**config.mk**
```make
export PLATFORM = sky130hd
export DESIGN_NAME = led_sequencer
export DESIGN_NICKNAME = d
export VERILOG_FILES = /design/src/rtl/led_seq_pkg.sv /design/src/rtl/led_prescaler.sv /design/src/rtl/led_sequencer.sv
export SDC_FILE = /design/constraint.sdc
export NUM_CORES = 1
export LEC_CHECK = 0
export BUFFER_PORTS_ARGS = -buffer_cell sky130_fd_sc_hd__buf_2
export CELL_PAD_IN_SITES_DETAIL_PLACEMENT = 0
export CELL_PAD_IN_SITES_GLOBAL_PLACEMENT = 1
export CORE_UTILIZATION = 50
export CTS_CLUSTER_SIZE = 28
export DETAILED_ROUTE_END_ITERATION = 6
export PLACE_DENSITY_LB_ADDON = 0.25
export SLEW_MARGIN = 20
export SYNTH_ARGS = -nofsm -noshare
export SYNTH_HDL_FRONTEND = slang
export SYNTH_SLANG_ARGS = --single-unit
export TNS_END_PERCENT = 100
```
**constraint.sdc**
```tcl
create_clock -name clk50 -period 11.08 [get_ports clk50]
set_clock_uncertainty 0.2 [all_clocks]
set_input_delay 1.108 -clock clk50 [delete_from_list [all_inputs] [get_ports clk50]]
set_output_delay 1.108 -clock clk50 [all_outputs]
set_load 0.02 [all_outputs]
```
**src/rtl/led_seq_pkg.sv**
```systemverilog
// led_seq_pkg: shared definitions for the LED pattern engine.
//   led_seq_mode_t : 2-bit pattern select (COUNT, SCAN, BREATHE, OFF)
package led_seq_pkg;

    typedef enum logic [1:0] {
        MODE_COUNT   = 2'd0,
        MODE_SCAN    = 2'd1,
        MODE_BREATHE = 2'd2,
        MODE_OFF     = 2'd3
    } led_seq_mode_t;

endpackage : led_seq_pkg

```
**src/rtl/led_prescaler.sv**
```systemverilog
// led_prescaler: step-rate divider for the LED sequencer.
//   clk50 : 50 MHz clock (rising edge)
//   rst   : synchronous active-high reset, clears div_cnt
//   en    : count enable; low freezes div_cnt
//   tick  : high while div_cnt sits at TICK_DIV-1 with en high, i.e. on
//           the cycle whose closing edge wraps the divider. It is left
//           unregistered so the top level can advance the pattern and
//           register its own step_tick on that same edge.
module led_prescaler #(
    parameter int TICK_DIV = 16777216
) (
    input  logic clk50,
    input  logic rst,
    input  logic en,
    output logic tick
);

    localparam int CW = (TICK_DIV > 1) ? $clog2(TICK_DIV) : 1;
    localparam logic [CW-1:0] DIV_LAST = CW'(TICK_DIV - 1);
    localparam logic [CW-1:0] DIV_ZERO = CW'(0);
    localparam logic [CW-1:0] DIV_ONE  = CW'(1);

    logic [CW-1:0] div_cnt_r;

    assign tick = en && (div_cnt_r == DIV_LAST);

    // Divider counter: wraps at TICK_DIV-1, holds while disabled.
    always_ff @(posedge clk50) begin
        if (rst) begin
            div_cnt_r <= DIV_ZERO;
        end else if (tick) begin
            div_cnt_r <= DIV_ZERO;
        end else if (en) begin
            div_cnt_r <= div_cnt_r + DIV_ONE;
        end else begin
            div_cnt_r <= div_cnt_r;
        end
    end

endmodule : led_prescaler

```
**src/rtl/led_sequencer.sv**
```systemverilog
// led_sequencer: selectable, pausable LED pattern engine.
//   clk50     : 50 MHz clock (rising edge)
//   rst       : synchronous active-high reset
//   mode      : 0 COUNT, 1 SCAN, 2 BREATHE, 3 OFF
//   pause     : freezes prescaler and pattern (PWM keeps running)
//   leds      : registered LED drive
//   blink     : registered heartbeat, toggles on each pattern wrap
//   step_tick : registered one-cycle strobe per pattern step
module led_sequencer
    import led_seq_pkg::*;
#(
    parameter int TICK_DIV = 16777216,
    parameter int NUM_LEDS = 6,
    parameter int PWM_BITS = 8
) (
    input  logic                clk50,
    input  logic                rst,
    input  logic [1:0]          mode,
    input  logic                pause,
    output logic [NUM_LEDS-1:0] leds,
    output logic                blink,
    output logic                step_tick
);

    localparam int POS_W = (NUM_LEDS > 1) ? $clog2(NUM_LEDS) : 1;

    localparam logic [NUM_LEDS-1:0] LED_ZERO = {NUM_LEDS{1'b0}};
    localparam logic [NUM_LEDS-1:0] LED_ONES = {NUM_LEDS{1'b1}};
    localparam logic [NUM_LEDS-1:0] LED_ONE  = NUM_LEDS'(1);
    localparam logic [POS_W-1:0]    POS_ZERO = POS_W'(0);
    localparam logic [POS_W-1:0]    POS_ONE  = POS_W'(1);
    localparam logic [POS_W-1:0]    POS_LAST = POS_W'(NUM_LEDS - 1);
    localparam logic [PWM_BITS-1:0] PWM_ZERO = {PWM_BITS{1'b0}};
    localparam logic [PWM_BITS-1:0] PWM_ONE  = PWM_BITS'(1);
    localparam logic [PWM_BITS-1:0] DUTY_MAX = {PWM_BITS{1'b1}};

    led_seq_mode_t        mode_s;
    logic                 tick_s;

    led_seq_mode_t        prev_mode_r;
    logic [NUM_LEDS-1:0]  count_r;
    logic [POS_W-1:0]     pos_r;
    logic                 scan_down_r;
    logic [PWM_BITS-1:0]  duty_r;
    logic                 duty_down_r;
    logic [PWM_BITS-1:0]  pwm_cnt_r;
    logic [NUM_LEDS-1:0]  leds_r;
    logic                 blink_r;
    logic                 step_tick_r;

    logic [NUM_LEDS-1:0]  count_nxt_s;
    logic [POS_W-1:0]     pos_nxt_s;
    logic                 scan_down_nxt_s;
    logic [PWM_BITS-1:0]  duty_nxt_s;
    logic                 duty_down_nxt_s;
    logic                 blink_nxt_s;
    logic [NUM_LEDS-1:0]  leds_nxt_s;

    assign mode_s = led_seq_mode_t'(mode);

    led_prescaler #(
        .TICK_DIV (TICK_DIV)
    ) u_prescaler (
        .clk50 (clk50),
        .rst   (rst),
        .en    (~pause),
        .tick  (tick_s)
    );

    // Pattern next state: a mode change reloads (and swallows a coincident
    // step); otherwise a step advances the active pattern.
    always_comb begin
        count_nxt_s     = count_r;
        pos_nxt_s       = pos_r;
        scan_down_nxt_s = scan_down_r;
        duty_nxt_s      = duty_r;
        duty_down_nxt_s = duty_down_r;
        blink_nxt_s     = blink_r;
        if (mode_s != prev_mode_r) begin
            count_nxt_s     = LED_ZERO;
            pos_nxt_s       = POS_ZERO;
            scan_down_nxt_s = 1'b0;
            duty_nxt_s      = PWM_ZERO;
            duty_down_nxt_s = 1'b0;
        end else if (tick_s) begin
            case (mode_s)
                MODE_COUNT: begin
                    count_nxt_s = count_r + LED_ONE;
                    if (count_r == LED_ONES) begin
                        blink_nxt_s = ~blink_r;
                    end else begin
                        blink_nxt_s = blink_r;
                    end
                end
                MODE_SCAN: begin
                    // A single LED has no travel: every step is a wrap.
                    if (NUM_LEDS == 1) begin
                        blink_nxt_s = ~blink_r;
                    end else if (!scan_down_r) begin
                        pos_nxt_s = pos_r + POS_ONE;
                        if (pos_r == POS_LAST - POS_ONE) begin
                            scan_down_nxt_s = 1'b1;
                            blink_nxt_s     = ~blink_r;
                        end else begin
                            scan_down_nxt_s = 1'b0;
                        end
                    end else begin
                        pos_nxt_s = pos_r - POS_ONE;
                        if (pos_r == POS_ONE) begin
                            scan_down_nxt_s = 1'b0;
                            blink_nxt_s     = ~blink_r;
                        end else begin
                            scan_down_nxt_s = 1'b1;
                        end
                    end
                end
                MODE_BREATHE: begin
                    if (!duty_down_r) begin
                        duty_nxt_s = duty_r + PWM_ONE;
                        if (duty_r == DUTY_MAX - PWM_ONE) begin
                            duty_down_nxt_s = 1'b1;
                            blink_nxt_s     = ~blink_r;
                        end else begin
                            duty_down_nxt_s = 1'b0;
                        end
                    end else begin
                        duty_nxt_s = duty_r - PWM_ONE;
                        if (duty_r == PWM_ONE) begin
                            duty_down_nxt_s = 1'b0;
                            blink_nxt_s     = ~blink_r;
                        end else begin
                            duty_down_nxt_s = 1'b1;
                        end
                    end
                end
                MODE_OFF: begin
                    blink_nxt_s = blink_r;
                end
                default: begin
                    blink_nxt_s = blink_r;
                end
            endcase
        end else begin
            blink_nxt_s = blink_r;
        end
    end

    // LED image from the post-edge pattern state, so leds move together
    // with step_tick.
    always_comb begin
        leds_nxt_s = LED_ZERO;
        case (mode_s)
            MODE_COUNT:   leds_nxt_s = count_nxt_s;
            MODE_SCAN:    leds_nxt_s = LED_ONE << pos_nxt_s;
            MODE_BREATHE: leds_nxt_s = (pwm_cnt_r < duty_nxt_s) ? LED_ONES : LED_ZERO;
            MODE_OFF:     leds_nxt_s = LED_ZERO;
            default:      leds_nxt_s = LED_ZERO;
        endcase
    end

    // State and output registers; reset overrides pause and mode change.
    always_ff @(posedge clk50) begin
        if (rst) begin
            prev_mode_r <= mode_s;
            count_r     <= LED_ZERO;
            pos_r       <= POS_ZERO;
            scan_down_r <= 1'b0;
            duty_r      <= PWM_ZERO;
            duty_down_r <= 1'b0;
            pwm_cnt_r   <= PWM_ZERO;
            leds_r      <= LED_ZERO;
            blink_r     <= 1'b0;
            step_tick_r <= 1'b0;
        end else begin
            prev_mode_r <= mode_s;
            count_r     <= count_nxt_s;
            pos_r       <= pos_nxt_s;
            scan_down_r <= scan_down_nxt_s;
            duty_r      <= duty_nxt_s;
            duty_down_r <= duty_down_nxt_s;
            pwm_cnt_r   <= pwm_cnt_r + PWM_ONE;
            leds_r      <= leds_nxt_s;
            blink_r     <= blink_nxt_s;
            step_tick_r <= tick_s;
        end
    end

    assign leds      = leds_r;
    assign blink     = blink_r;
    assign step_tick = step_tick_r;

endmodule : led_sequencer

```
Word level (Yosys, flattened, before mapping). Index checks and enable logic that the tools add are counted.

Register bits after elaboration: 61. Input bits: 5. Output and inout port bits: 8. Logic and storage cells: 73.

Add/sub/neg operators: 7. Order comparisons: 1. Equal/unequal tests: 15. Shift operators: 1. Mux-type cells: 27. Bitwise gates (word level): 4. Reductions and logical operators: 7.

Operators with widths (count): $mux W8 (4); $add A24 B1 Y24 const B (1); $eq A24 B24 Y1 const B (1); $mux W6 (4); $pmux W6 S4 (1); $add A8 B1 Y8 const B (2); $mux W1 (13); $mux W3 (4); $ne A3 B3 Y1 const B (4); $eq A8 B1 Y1 const B (1); $eq A8 B8 Y1 const B (1); $lt A8 B8 Y1 (1); $reduce_and A8 Y1 (1); $sub A8 B1 Y8 const B (1); $add A6 B1 Y6 const B (1); $eq A6 B6 Y1 const B (1); $shl A1 B3 Y6 const A (1); $eq A2 B2 Y1 const B (2); $not A1 Y1 (4); $reduce_and A2 Y1 (2); $reduce_or A2 Y1 (2); $add A3 B1 Y3 const B (1); $eq A3 B1 Y1 const B (1); $eq A3 B3 Y1 const B (1); other kinds (7) (7).

Logic depth before layout (Yosys ltp). Gate-level depths: netlist of the first run.

Depth in word-level cells: 8. Mapped depth: 15. Gate-level depth less buffers: 14.

Modules after synthesis. Synthesis of the first run repeated with hierarchy kept, for this count alone.

Cells, all modules: 382. Area, all modules: 3283.1 µm².

Modules (own cells, without submodules): led_sequencer (times used 1, cells each 242, area each 2127.0 µm², sequential area each 740.7 µm²); led_prescaler (times used 1, cells each 140, area each 1156.1 µm², sequential area each 480.5 µm²).

Worst setup path after synthesis of the first run. Ideal clock, no wire load.

Kind: input to register. From: input mode[0]. To: register leds_r[3], in the netlist leds[3]. Setup time: 0.079 ns. Data arrival time: 3.918 ns. Data required time: 10.801 ns. Slack: 6.883 ns. Stages: 14. Buffers on the path: 1. Cells stage by stage: nand2b_1 nor4_1 and2_1 buf_6 nand2_1 xor2_1 nand2b_1 ha_1 a211o_1 nor4b_1 nand4_1 o211a_1 or2_2 o211ai_1.

Cells in the longest elaborated chain, start to end: 7. Elaborated cells on any way between the ends: 18. Classes of those cells: order compare (1); eq/ne (4); shift (1); mux (11); reduce/logical (1).

Ends and longest elaborated chain: start, declared (line led_sequencer.sv:18) `input logic [1:0] mode,`; $eq A2 B2 Y1 (line led_sequencer.sv:86, led_sequencer.sv:152); $mux W8 (line led_sequencer.sv:86) `case (mode_s)`; $mux W8 (line led_sequencer.sv:85) `end else if (tick_s) begin`; $mux W8 (line led_sequencer.sv:79) `if (mode_s != prev_mode_r) begin`; $lt A8 B8 Y1 (line led_sequencer.sv:155) `MODE_BREATHE: leds_nxt_s = (pwm_cnt_r < duty_nxt_s) ? LED_ONES : LED_ZERO;`; $mux W6 (line led_sequencer.sv:155); $pmux W6 S4 * (line led_sequencer.sv:152) `case (mode_s)`; end signal, assigned (line led_sequencer.sv:182) `leds_r <= leds_nxt_s;`; end, declared (line led_sequencer.sv:47) `logic [NUM_LEDS-1:0] leds_r;`.

Mark *: on every way between the ends. The rest lies on a longest branch, timed or not. A chain may end at the register's enable or synchronous reset.

Worst setup path after layout of the first run. Same ends and word-level chain as after synthesis.

==> run metrics, run 1 <==
status=finished, violations left; failing checks=design-rule violations; Worst slew margin=33.40%; share of cells above drive strength 1=12.04%; RSZ-0062 raised after global routing=false; post-synthesis net count=413; CP Data Required Time=11,150 ps; Max Transition Viols Final=0; DRT antenna net count=0; Initial DRC Count=167; Synth Flop Type=dfxtp_1; Hold Crit Start=u_prescaler.div_cnt_r[21]; worst min path class=flip-flop to flip-flop; max-cap viol count=0; grt total ovfl=0; Post-synth ARST share=0%; # Post-CTS Setup Buffers=0; Die ar.=7051 um^2; Max Fclk=216.5 MHz; Final setup viols=0; Ys Warns=0; post-CTS sizing=0; top-area cell type share of the netlist area=36.35%; DIE WIDTH=83.97 um; sequential-to-total area share from yosys stat=36.35%; cells after synthesis=390; CTS HTree Levels=3; area of the mapped netlist=3359 um^2; Synth area leader=dfxtp_1; synth unique cells=58; router iterations before antenna repair=6; RR Endpoint=leds[3]; Tightest Pin Transition=989.9 ps; P_leak=0.001275 uW; worst vdd ir=67.23 uV; crit path kind=primary input to flip-flop; drt via density=5.643; Worst-path clk slew=70 ps; drt wl/cell=14.76 um; clk_lat worst skew=340 ps; R2R cell count=13; hold-fix buffer count after cts=0; clk sink count=61; I/O pin total=13; fin crit period=4618 ps; r2r startpoint=u_prescaler.div_cnt_r[5]; Startpoint Class=primary input; WL final=7145 um; Mean Syn Cell Area=8.614 um^2; HPWL Detailed=5198 um; Final Hold Fails=0; synth top area cells=dfxtp_1, ha_1, nor2_1; Num CTS Buffers=9; Hold WS=302.5 ps; hold path depth=2; Seq cells post-synth=61; crit path launch=mode[0]; CP Capture Type=flip-flop; antenna cells=0; starting density of the core=52.31%; global-route wire length before repair=12,190 um; pin count of the biggest net entering global routing=26; CTS tree=built; Layout Area Growth over Synthesis=8.752%; num rows=29; TNS Setup=0 ps; CTS max path bufs=2; Final Wtd Congestion=0.8714; Post-synth EDFFs=0; WP data arrival=4690 ps; clock root buffer=clkbuf_8; reg-to-reg slack, setup=6900 ps; pwr/cell area=121.2 nW/um^2; Vias=2,731; initial antenna violation count=0; Die Height=83.97 um; GRT Overall Usage=21.71%; core footprint=6422 um^2; IO buf count=12; DRC viols=2; final period utilization=41.68%; vias in the first global route=2,574; CP max FO=9; hold endpoint=u_prescaler.div_cnt_r[21]; Nets=425
==> flip-flops by register name (all words and copies together) (netlist names) <==
| name | count |
|---|---|
| blink | 1 |
| count_r | 6 |
| duty_down_r | 1 |
| duty_r | 8 |
| leds | 6 |
| pos_r | 3 |
| prev_mode_r | 2 |
| pwm_cnt_r | 8 |
| scan_down_r | 1 |
| step_tick | 1 |
| u_prescaler.div_cnt_r | 24 |
==> logic make-up after synthesis <==
logic type | after synthesis | synth area share [%]
simple gates | 192 | 30.32
flops | 61 | 36.35
xor+xnor | 50 | 13.04
compound gates | 43 | 9.051
buf+inv | 21 | 3.017
fa+ha+maj | 18 | 6.704
mux | 5 | 1.527
==> how the worst max path moves through the flow <==
stage	end	slack, ps	depth (start not counted)
2_1_floorplan	leds[3]	6880	14
3_3_place_gp	leds[3]	6350	14
3_5_place_dp	leds[3]	6180	14
4_1_cts	leds[3]	6520	14
5_1_grt	leds[3]	6180	14
6_report	leds[3]	6460	14
==> final cells by class <==
class	instances	area, um^2
Clock buffer	9	123.9
Clock inverter	7	73.82
Fill cell	590	2769
Inverter	9	33.78
Multi-Input combinational cell	308	2037
Sequential cell	61	1221
Tap cell	77	96.34
Timing Repair Buffer	13	67.56
==> layer usage <==
metal | track usage, % | wire (um) | vias to the layer above
met1 | 28.34 | 3519 | 1272
li1 | - | - | 1394
met2 | 35.10 | 3212 | 54
met5 | 0 | 0 | -
met3 | 4.649 | 280 | 11
met4 | 8.150 | 133 | 0
==> synthesized netlist by cell type, drive strengths merged (2+ instances only) <==
cell type and instances:
a211oi 3, nor4b 2, and4 2, o22ai 3, nand2b 4, o21a 2
nor4 6, and3b 2, or2 3, dfxtp 61, nand4b 5, nand4 12
clkbuf 8, nand3b 3, nor3b 2, ha 18, a31oi 4, a211o 2
o21ai 8, mux2i 4, nor2 59, xnor2 25, nand3 21, a311oi 2
xor2 25, buf 4, a2111oi 2, or3 5, a21oi 6, nand2 36
and2 4, and3 3, or3b 2, inv 9, nor2b 3, o211ai 3
or4 2, nor3 14
==> power by group <==
part | internal (uW) | total [uW] | switching (uW) | leakage [uW]
clock network | 104 | 198 | 93.9 | 0.0000879
logic | 6.94 | 20.7 | 13.8 | 0.000694
registers | 222 | 224 | 2.26 | 0.000493
==> critical path: stages <==
cell	delay (ps)
buf_2	150
nand2b_1	230
nor4_1	680
and2_1	420
nand2_1	110
xor2_1	170
nand2b_1	160
ha_1	310
a211o_1	300
nor4b_1	290
nand4_1	130
o211a_1	230
or2_2	300
o211ai_1	80
==> placed cells by master, fill, tap and decap left out, types with 4 or more instances in the layout <==
cell type,instances
a21oi_1,6
clkinvlp_4,4
clkbuf_8,9
mux2i_1,4
xor2_1,25
nand4_1,11
nand4b_1,5
nor4_1,4
nand2_1,35
or3_1,4
nand3_1,21
o21ai_0,8
nand2b_1,4
inv_1,9
nor2_1,59
xnor2_1,25
a31oi_1,4
dfxtp_1,61
ha_1,18
and2_1,4
nor3_1,12
buf_2,12
==> stage by stage <==
| step | utilization, % | instances | total power (uW) | cell area [um^2] | setup WS, ps |
|---|---|---|---|---|---|
| global placement | 53.81 | 468 | 249.7 | 3456 | 6354 |
| CTS | 56.89 | 484 | 447.4 | 3654 | 6521 |
| detailed placement | 53.81 | 468 | 249.8 | 3456 | 6185 |
| global route | 56.89 | 484 | 459.4 | 3654 | 6182 |
| finish | 56.89 | 484 | 442.8 | 3654 | 6462 |
| floorplan | - | 390 | 243.9 | 3359 | 6883 |
Power figures use the tool's default switching activity.
==> inputs of run 2 (changes only) <==
--- a/config.mk
+++ b/config.mk
@@ -8,7 +8,7 @@
 export BUFFER_PORTS_ARGS = -buffer_cell sky130_fd_sc_hd__buf_2
 export CELL_PAD_IN_SITES_DETAIL_PLACEMENT = 0
 export CELL_PAD_IN_SITES_GLOBAL_PLACEMENT = 1
-export CORE_UTILIZATION = 50
+export CORE_UTILIZATION = 47
 export CTS_CLUSTER_SIZE = 28
 export DETAILED_ROUTE_END_ITERATION = 6
 export PLACE_DENSITY_LB_ADDON = 0.25
==> constraint.sdc (replaced) <==
create_clock -name clk50 -period 4.65 [get_ports clk50]
set_clock_uncertainty 0.2 [all_clocks]
set_input_delay 0.465 -clock clk50 [delete_from_list [all_inputs] [get_ports clk50]]
set_output_delay 0.465 -clock clk50 [all_outputs]
set_load 0.02 [all_outputs]
==> run metrics, run 2 (synthesis gave the netlist of run 1 again) <==
status=complete, no violations; share of cells above drive strength 1=11.79%; num rows=30; Final Wtd Congestion=0.8318; biggest regs=u_prescaler.div_cnt_r x24, duty_r x8, pwm_cnt_r x8; worst min path class=primary input to flip-flop; Final Util=53.57%; pwr/cell area=271.3 nW/um^2; drt wl/cell=14.48 um; DIE WIDTH=86.55 um; Final setup viols=0; DRT antenna net count=0; I/O pin total=13; CP Data Required Time=4710 ps; Layout fillers=686; most common cell after layout, fill and taps aside=dfxtp_1; clk sink count=61; Tightest Pin Transition=852.0 ps; WL final=7283 um; GRT Overall Usage=21.40%; Die ar.=7490 um^2; CP Capture Type=flip-flop; vias in the first global route=2,639; hold-fix buffer count after cts=0; max reg flops=24; DRC viols=0; Startpoint Class=flip-flop; fin crit period=3843 ps; antenna cells=0; router iterations before antenna repair=4; global-route wire length before repair=12,320 um; post-CTS sizing=0; Num CTS Buffers=9; max-cap viol count=0; HPWL Detailed=5326 um; starting density of the core=49.18%; crit path kind=flip-flop to flip-flop; Layout Area Growth over Synthesis=8.939%; TNS Setup=0 ps; drt via density=5.400; Max Transition Viols Final=0; CP max FO=9; Die Height=86.55 um; clock root buffer=clkbuf_8; Max Fclk=260.2 MHz; Vias=2,716; CTS max path bufs=2; CTS HTree Levels=3; core footprint=6832 um^2; initial antenna violation count=0; worst vdd ir=116.2 uV; WP data arrival=3900 ps; P_leak=0.001286 uW; Worst slew margin=43.20%; Initial DRC Count=89; final period utilization=82.65%; Biggest register=u_prescaler.div_cnt_r; reg-to-reg slack, setup=810 ps; Worst-path clk slew=60 ps; grt total ovfl=0; pin count of the biggest net entering global routing=26; # Post-CTS Setup Buffers=0; Nets=427; RSZ-0062 raised after global routing=false; CTS tree=built; Final Hold Fails=0; IO buf count=12; clk_lat worst skew=340 ps; commonest non-fill, non-tap cells in the layout=dfxtp_1, nor2_1, nand2_1
-- run 2: cell types whose count changed in the layout (fill, tap and decap cells not counted) --
cell        change
clkbuf_1        +1
clkinv_2        +1
clkbuf_8        +2
clkinvlp_4      -4
inv_6           -1
bufinv_16       -1
buf_4           +2
-- run 2: through the flow --
step                total power [uW]  area, um^2  hold WS (ps)  worst slack, ps  instances
floorplan                      581.1        3359         236.9             1054        390
global placement               595.0        3495         267.2            732.5        489
detailed placement             596.1        3495         287.4            643.6        489
CTS                             1005        3660         114.2            793.9        503
global route                    1033        3660         116.9            365.5        503
finish                         993.0        3660         128.2            806.7        503
-- run 2: path summary, 6_finish.rpt --
path	startpoint	to	cells after the start
max reg2reg	u_prescaler.div_cnt_r[5]	leds[3]	14
min	mode[1]	prev_mode_r[1]	1
max	u_prescaler.div_cnt_r[5]	leds[3]	14
min reg2reg	pwm_cnt_r[0]	pwm_cnt_r[0]	1
-- run 2: layout make-up --
type / instances / area [um^2] / area share [%]
multi-input combinational: 308 / 2037 / 55.66
sequential: 61 / 1221 / 33.37
clock buffer: 12 / 155.1 / 4.239
tap: 96 / 120.1 / 3.282
timing repair buffer: 15 / 82.58 / 2.256
inverter: 9 / 33.78 / 0.9231
clock inverter: 2 / 10.01 / 0.2735
-- run 2: report_power, final --
group | internal, uW | switching (uW) | leakage [uW]
Combinational | 16.6 | 32.5 | 0.000705
Sequential | 529 | 5.52 | 0.000493
Clock | 215 | 194 | 0.0000881
Total | 761 | 232 | 0.00129
-- run 2: metal layers --
layer	up-vias	track usage [%]	part of all wire [%]	wire length [um]
met5	-	0	0	0
met4	0	10.45	2.1	153
met3	14	4.952	4.2	307
met2	51	34.92	46	3338
met1	1258	26.61	48	3482
li1	1393	-	-	-
-- run 2: worst max-delay path, cell delays in order (launching register included) --
cell and delay, ps:
dfxtp_1 410, nand4_1 250, nor4_1 330, buf_4 180
and2_1 320, o21ai_0 180, xnor2_1 220, nand2_1 90
ha_1 310, o21a_1 110, a211oi_1 350, nand3_1 120
o211a_1 300, or2_2 300, o211ai_1 90
==> inputs of run 3 (changes only) <==
==> constraint.sdc (replaced) <==
create_clock -name clk50 -period 3.8 [get_ports clk50]
set_clock_uncertainty 0.2 [all_clocks]
set_input_delay 0.38 -clock clk50 [delete_from_list [all_inputs] [get_ports clk50]]
set_output_delay 0.38 -clock clk50 [all_outputs]
set_load 0.02 [all_outputs]
==> run metrics, run 3 (synthesis gave the netlist of run 1 again) <==
status=complete, no violations; Buffers & Inverters on Critical Path=0; CTS tree=built; router iterations before antenna repair=7; max reg flops=24; met3 Use GR=4.857%; CTS HTree Levels=3; worst min path class=primary input to flip-flop; max-cap viol count=0; Die Height=86.55 um; worst vdd ir=201.0 uV; final period utilization=91.34%; Max Fclk=288.1 MHz; TNS Setup=0 ps; DRC viols=0; vias in the first global route=2,538; crit path kind=flip-flop to flip-flop; drt via density=5.244; Vias=2,685; pwr/cell area=323.3 nW/um^2; Largest delay share family, worst path=simple AND/OR/NAND/NOR gates; DIE WIDTH=86.55 um; fin crit period=3471 ps; num rows=30; Nets=435; Max Transition Viols Final=0; most common cell after layout, fill and taps aside=dfxtp_1; Worst slew margin=43.52%; CP cell instances=nand4_4 -> nor4_4 -> and2_2 -> nand2_1 -> xor2_1 -> nand2b_1 -> ha_1 -> a211o_1 -> nor4b_1 -> nand4_1 -> o211a_1 -> or2_2 -> o211ai_1; # Post-CTS Setup Buffers=0; design area=3737 um^2; starting density of the core=49.18%; pin count of the biggest net entering global routing=26; Tightest Pin Transition=847.2 ps; Layout Area Growth over Synthesis=11.25%; HPWL Detailed=5330 um; met2 global-route usage=34.42%; Num CTS Buffers=9; final non-filler cell total=512; IO buf count=12; antenna cells=0; global-route wire length before repair=12,150 um; Hold WS=53.91 ps; biggest regs=u_prescaler.div_cnt_r x24, duty_r x8, pwm_cnt_r x8; drt wl/cell=14.23 um; Top Usage Layer GRT=met2; initial antenna violation count=0; clock root buffer=clkbuf_8; Startpoint Class=flip-flop; Final setup viols=0; Biggest register=u_prescaler.div_cnt_r; DP Area=3555 um^2; WL final=7285 um; Layout fillers=678; Final Wtd Congestion=0.8328; clk_lat worst skew=330 ps; area of the multi-input gates=2061 um^2; CP Data Required Time=3850 ps; met1 GRT Util=27.83%; DRT antenna net count=0; Final Hold Fails=0; sequential cell area=1221 um^2; clk sink count=61; Worst-path clk slew=70 ps; core footprint=6832 um^2; CTS max path bufs=2; number of instances in the placed design=497; CP Capture Type=flip-flop; Critical Path Max Stage Delay=460 ps; commonest non-fill, non-tap cells in the layout=dfxtp_1, nor2_1, nand2_1; slowest CP cell=dfxtp_1; grt total ovfl=0; WP data arrival=3530 ps; CP max FO=6; GRT Overall Usage=21.10%; Die ar.=7490 um^2; P_leak=0.001346 uW; Final Util=54.71%; share of cells above drive strength 1=13.70%; I/O pin total=13; RSZ-0062 raised after global routing=false; Initial DRC Count=71
[run 3: path summary, 6_finish.rpt]
kind                                  start              to  slack (ps)  depth (start not counted)
hold reg to reg                pwm_cnt_r[0]    pwm_cnt_r[0]         280                          1
setup / recovery  u_prescaler.div_cnt_r[10]         leds[3]         330                         13
hold / removal                      mode[1]  prev_mode_r[1]          50                          1
setup reg to reg  u_prescaler.div_cnt_r[10]         leds[3]         330                         13
[run 3: repair_timing]
action / CTS / global route
gates resized for setup: 0 / 4
setup endpoints to repair: 0 / 3
hold buffers: 0 / 0
[run 3: routing by layer]
| layer | up-vias | share of wire [%] |
|---|---|---|
| li1 | 1413 | - |
| met1 | 1242 | 50 |
| met2 | 24 | 47 |
| met3 | 6 | 2.4 |
| met4 | 0 | 1.0 |
| met5 | - | 0 |
[run 3: area by class of cell]
cell class | instances | area share [%]
Tap cell | 96 | 3.214
Clock buffer | 13 | 3.984
Timing Repair Buffer | 23 | 3.817
Sequential cell | 61 | 32.67
Clock inverter | 2 | 0.2678
Inverter | 9 | 0.9039
Multi-Input combinational cell | 308 | 55.14
[run 3: power breakdown]
part | internal, uW | switching (uW)
registers | 648 | 6.30
clock network | 249 | 240
logic | 23.7 | 40.8
total | 921 | 287
[run 3: through the flow]
stage | power [uW] | worst slack, ps
5_1_grt | 1263 | 37.80
3_5_place_dp | 733.0 | 122.5
3_3_place_gp | 731.9 | 225.6
2_1_floorplan | 711.0 | 203.8
4_1_cts | 1220 | 147.3
6_report | 1208 | 329.2
[run 3: worst reg2reg max path, cell delays in order (launching register included)]
cell and delay, ps:
dfxtp_1 460, nand4_4 160, nor4_4 360, and2_2 270, nand2_1 80, xor2_1 150, nand2b_1 160, ha_1 290
a211o_1 290, nor4b_1 260, nand4_1 130, o211a_1 200, or2_2 300, o211ai_1 90
